--- src/rtl/norm_factor_gen.sv ---
// Per-frame normalization factor: tracks the frame maximum and computes floor((2^FRAC_WIDTH-1)/max) by restoring division.
// Optional saturating overrun counter port ovr_count when NORM_OVERRUN_CNT_EN is defined.
module norm_factor_gen #(
  parameter int INT_WIDTH  = 8,
  parameter int FRAC_WIDTH = 8
) (
  input  logic                  clk,
  input  logic                  rst,
  input  logic                  pix_valid,
  input  logic [INT_WIDTH-1:0]  pix_data,
  input  logic                  pix_last,
  output logic [FRAC_WIDTH-1:0] norm_factor,
  output logic                  norm_valid,
  output logic                  busy,
  output logic                  overrun
`ifdef NORM_OVERRUN_CNT_EN
  ,
  output logic [15:0]           ovr_count
`endif
);

  localparam int CNT_W = (FRAC_WIDTH > 1) ? $clog2(FRAC_WIDTH) : 1;

  typedef enum logic [1:0] {
    IDLE,
    DIV,
    DONE
  } state_t;

  state_t state_q, state_d;

  logic [INT_WIDTH-1:0]  run_max_q;
  logic [INT_WIDTH-1:0]  frame_max;
  logic                  frame_end;

  logic                  pend_q;
  logic [INT_WIDTH-1:0]  pend_max_q;

  logic                  start;
  logic [INT_WIDTH-1:0]  start_max;

  logic [INT_WIDTH-1:0]  divisor_q;
  logic [INT_WIDTH-1:0]  rem_q;
  logic [INT_WIDTH-1:0]  rem_d;
  logic [INT_WIDTH:0]    trial;
  logic                  ge;
  logic [FRAC_WIDTH-1:0] dq_q;
  logic [CNT_W-1:0]      cnt_q;

  assign frame_end = pix_valid & pix_last;
  assign frame_max = (pix_data > run_max_q) ? pix_data : run_max_q;
  assign busy      = (state_q != IDLE);

  always_ff @(posedge clk or posedge rst) begin
    if (rst) begin
      run_max_q <= '0;
    end else if (pix_valid) begin
      run_max_q <= pix_last ? '0 : frame_max;
    end
  end

  always_ff @(posedge clk or posedge rst) begin
    if (rst) begin
      state_q <= IDLE;
    end else begin
      state_q <= state_d;
    end
  end

  // A frame end seen in DONE starts the next division immediately; newest frame max wins over a pending one.
  always_comb begin
    state_d   = state_q;
    start     = 1'b0;
    start_max = pend_max_q;
    case (state_q)
      IDLE: begin
        if (frame_end || pend_q) begin
          start   = 1'b1;
          state_d = DIV;
        end
      end
      DIV: begin
        if (cnt_q == '0) begin
          state_d = DONE;
        end
      end
      DONE: begin
        if (frame_end || pend_q) begin
          start   = 1'b1;
          state_d = DIV;
        end else begin
          state_d = IDLE;
        end
      end
      default: state_d = IDLE;
    endcase
    if (frame_end) begin
      start_max = frame_max;
    end
  end

  // dq_q starts all-ones: its MSB supplies dividend bits while quotient bits enter at the LSB.
  // A zero divisor therefore yields an all-ones quotient with no special case.
  always_comb begin
    trial = {rem_q, dq_q[FRAC_WIDTH-1]};
    ge    = (trial >= {1'b0, divisor_q});
    rem_d = ge ? INT_WIDTH'(trial - {1'b0, divisor_q}) : INT_WIDTH'(trial);
  end

  always_ff @(posedge clk or posedge rst) begin
    if (rst) begin
      divisor_q   <= '0;
      rem_q       <= '0;
      dq_q        <= '1;
      cnt_q       <= '0;
      pend_q      <= 1'b0;
      pend_max_q  <= '0;
      norm_factor <= '1;
      norm_valid  <= 1'b0;
      overrun     <= 1'b0;
    end else begin
      norm_valid <= (state_q == DONE);
      overrun    <= frame_end & pend_q;

      if (state_q == DONE) begin
        norm_factor <= dq_q;
      end

      if (start) begin
        divisor_q <= start_max;
        rem_q     <= '0;
        dq_q      <= '1;
        cnt_q     <= CNT_W'(FRAC_WIDTH - 1);
      end else if (state_q == DIV) begin
        rem_q <= rem_d;
        dq_q  <= {dq_q[FRAC_WIDTH-2:0], ge};
        cnt_q <= cnt_q - CNT_W'(1);
      end

      if (start) begin
        pend_q <= 1'b0;
      end else if (frame_end && (state_q != IDLE)) begin
        pend_q     <= 1'b1;
        pend_max_q <= frame_max;
      end
    end
  end

`ifdef NORM_OVERRUN_CNT_EN
  always_ff @(posedge clk or posedge rst) begin
    if (rst) begin
      ovr_count <= '0;
    end else if (frame_end && pend_q && (ovr_count != '1)) begin
      ovr_count <= ovr_count + 16'd1;
    end
  end
`endif

endmodule

--- config.mk ---
export PLATFORM = sky130hd
export DESIGN_NAME = norm_factor_gen
export DESIGN_NICKNAME = d
export VERILOG_FILES = /design/src/rtl/norm_factor_gen.sv
export SDC_FILE = /design/constraint.sdc
export NUM_CORES = 1
export LEC_CHECK = 0
export CAP_MARGIN = 0
export CORE_ASPECT_RATIO = 2
export CORE_MARGIN = 10
export CORE_UTILIZATION = 40
export DETAILED_ROUTE_END_ITERATION = 6
export GPL_TIMING_DRIVEN = 0
export PLACE_DENSITY_LB_ADDON = 0.25
export SYNTH_ARGS = -nofsm -noshare
export SYNTH_HDL_FRONTEND = slang
export SYNTH_SLANG_ARGS = --single-unit
--- constraint.sdc ---
create_clock -name clk -period 5.6 [get_ports clk]
set_input_delay 1.12 -clock clk [delete_from_list [all_inputs] [get_ports clk]]
set_output_delay 1.12 -clock clk [all_outputs]
set_load 0.02 [all_outputs]
==> impl_metrics.toml <==
[critical_path]
cp_slowest_stage_delay_ps = 530
r2r_cells = 8
cp.arrival_ps = 3370
critPathCaptureType = "register"
crit_required_ps = 5810
start_kind = "input port"
path_buf_inv = 3
slowest_stage = "clkdlybuf4s50_1"
r2r_end = "rem_q[6]"
critPathTopFamily = "buffers and inverters"
worstSetupPathType = "input port to register"
reg2reg_slack_ps = 3250
cp_cell_sequence = "clkdlybuf4s50_1, inv_1, ha_1, nand4_1, nor2_1, a211oi_1, clkbuf_1, o21ai_0, a31oi_1"
reg2reg_from = "dq_q[7]"
cp_max_fo = 10

[timing]
rsz0062_at_grt = "no"
fin_crit_sh = 0.564
fin_setup_tns_ps = 0
setup_violations = 0
finClkSkew_ps = 11.4
slew_headroom = 0.607
worstMarginPinSlew_ps = 586
fmax_mhz = 316
drv_slew = 0
hold_violations = 0
hold_ws_ps = 480
period_minus_slack_ps = 3160

[routing]
route.detailed.drc = 0
vias = 2582
ant_nets = 0
first_pass_iters = 6
routed_wl_um = 7770
wl_per_cell_um = 17.3
via_per_inst = 5.76
first_iter_violations = 184

[layout]
drive_gt1_frac = 0.141
syn_to_final_growth_pct = 15.9
final_nets = 384
diodes = 0
fill_cells = 755

[min_path]
hp-class = "register to register"
hold_path_end = "norm_factor[7]"
min_delay_path_depth = 2
min_from = "norm_factor[7]"

[floorplanning]
start_util = 0.414
core-area_um2 = 7660
die-area_um2 = 12100
die_h_um = 146
die_w_um = 82.9
rows = 45
ioPinCount = 23

[synth]
synth_most_common_cell = "dfrtp_1"
synth_top_area_cell = "dfrtp_1"
syn_inst = 323
avgSynthCellArea_um2 = 9.81
synth_edf_count = 0
synth_fp_nets = 354
dominantRegCellSynth = "dfrtp_1"
ys_seq_elements = 56
synth_top_area_frac = 0.316
ys.warnings.count = 0
ys_types = 59
yosys-top-cells-area = "dfrtp_1 32%, dfstp_2 13%, ha_1 7.1%"
synth_area_um2 = 3170
ys_top_cells_by_count = "40 x dfrtp_1, 29 x nor2_1, 25 x o21ai_0"
synth_seq_area_share = 0.449
synth_async_sr_flop_share = 1.00

[power_and_ir_drop]
p_comb_frac = 0.548
p_sw_uw = 998
ir_drop_uv = 228
p_leak_nw = 1.53
p_clk_frac = 0.137
switching_share = 0.431
p_int_mw = 1.32
p_per_area_nw_per_um2 = 630
sequentialPowerShare = 0.315

[global_route]
grt_pass1_vias = 2803
grt_usage = 0.130
overflow = 0
antenna_found_initial = 0
grt_max_degree = 39
grt_pass1_wl_um = 13200

[cts]
cts_resized = 0
clock_sinks = 56
clockRootBuffer = "clkbuf_16"
post-cts-setup-buffers = 0
cts_max_level = 2
postCtsHoldBufs = 0
cts_max_path_buffers = 2
clkTransAtPathRegs_ps = 70
tritoncts = "done"
clk-insertion-delay-late_ps = 290
cts_made_buffers = 5

[place]
dp_hpwl_um = 6000
port_buffers = 22
gp_congestion = 0.854

[run]
maxCapViolations = 0

[outcome]
status = "finished clean"
## power groups by stage
stage	Combinational (mW)	Sequential [mW]	Clock [mW]
6_report	1.27	0.729	0.317
3_3_place_gp	1.23	0.730	0
3_5_place_dp	1.26	0.738	0
2_1_floorplan	0.884	0.747	0
5_1_grt	1.41	0.751	0.333
4_1_cts	1.27	0.730	0.321
## metrics by stage
stage / setup WS [ps] / area (µm²) / util / power (mW) / cells
2_1_floorplan: 2960 / 3170 / - / 1.63 / 323
3_3_place_gp: 2080 / 3510 / 0.458 / 1.97 / 439
5_1_grt: 2220 / 3670 / 0.479 / 2.49 / 448
4_1_cts: 2460 / 3670 / 0.479 / 2.32 / 448
6_report: 2440 / 3670 / 0.479 / 2.31 / 448
3_5_place_dp: 2150 / 3530 / 0.460 / 2.00 / 440
## registers in the layout, indices dropped and copies added, names as in the netlist
name / flops
cnt_q: 3
divisor_q: 8
dq_q: 8
norm_factor: 8
norm_valid: 1
overrun: 1
pend_max_q: 8
pend_q: 1
rem_q: 8
run_max_q: 8
state_q: 2
## worst min-delay path: stages (launching register included)
cell	delay [ps]
dfstp_2	370
nand2_1	40
o21ai_0	60
## cell usage in the layout (no fill, tap or decap), types with 2 or more instances in the layout
| cell type | count |
|---|---|
| nand2b_1 | 5 |
| clkbuf_1 | 12 |
| a21oi_1 | 11 |
| o21ai_1 | 3 |
| and3_1 | 2 |
| mux2_2 | 7 |
| a211o_1 | 2 |
| a32o_1 | 8 |
| inv_1 | 22 |
| a211oi_1 | 4 |
| o21ai_0 | 25 |
| nor2_1 | 29 |
| dfrtp_1 | 40 |
| or3_1 | 9 |
| and2_1 | 2 |
| nand3_1 | 19 |
| a221o_1 | 2 |
| a31oi_1 | 16 |
| dfstp_2 | 16 |
| clkbuf_16 | 5 |
| nand4_1 | 6 |
| o211ai_1 | 5 |
| nor3_1 | 3 |
| ha_1 | 18 |
| nand2_1 | 9 |
| nor2b_1 | 7 |
| clkdlybuf4s50_1 | 22 |
| o2111ai_1 | 2 |
| xnor2_1 | 2 |
| buf_2 | 6 |
## cells by family after synthesis
| group | count (synthesis) | share of synthesized area |
|---|---|---|
| flip-flops | 56 | 0.449 |
| AND/OR/NAND/NOR | 99 | 0.164 |
| buffers and inverters | 41 | 0.0509 |
| AO/OA/AOI/OAI | 98 | 0.226 |
| multiplexers | 7 | 0.0249 |
| adder cells (fa/ha/maj) | 19 | 0.0774 |
| XOR/XNOR | 3 | 0.00830 |
## routing by layer
layer  up-vias  share of wire  global-route usage
li1       1247              -                   -
met1      1255           0.35               0.119
met2        62           0.58               0.250
met3        18          0.032              0.0202
met4         0          0.039              0.0899
met5         -              0                   0
## layout make-up
type,count,area (µm²),area share
multi-input combinational,226,1590,0.432
sequential,56,1420,0.387
timing repair buffer,23,240,0.0654
clock buffer,6,129,0.0351
tap,94,118,0.0320
inverter,23,86.3,0.0235
buffer,18,75.1,0.0204
clock inverter,2,16.3,0.00443
## worst max path at each step
| stage | startpoint | end | slack (ps) | cells after the start |
|---|---|---|---|---|
| after global placement | rst | divisor_q[3] | 2080 | 2 |
| after floorplan | pix_data[7] | divisor_q[0] | 2960 | 7 |
| final | pix_data[0] | pend_max_q[3] | 2440 | 9 |
| after global routing | pix_data[0] | pend_max_q[3] | 2220 | 9 |
| after detailed placement | pix_data[0] | pend_max_q[3] | 2150 | 9 |
| after CTS | pix_data[7] | pend_max_q[3] | 2460 | 8 |
No activity file was read; power rests on OpenSTA's default activity.
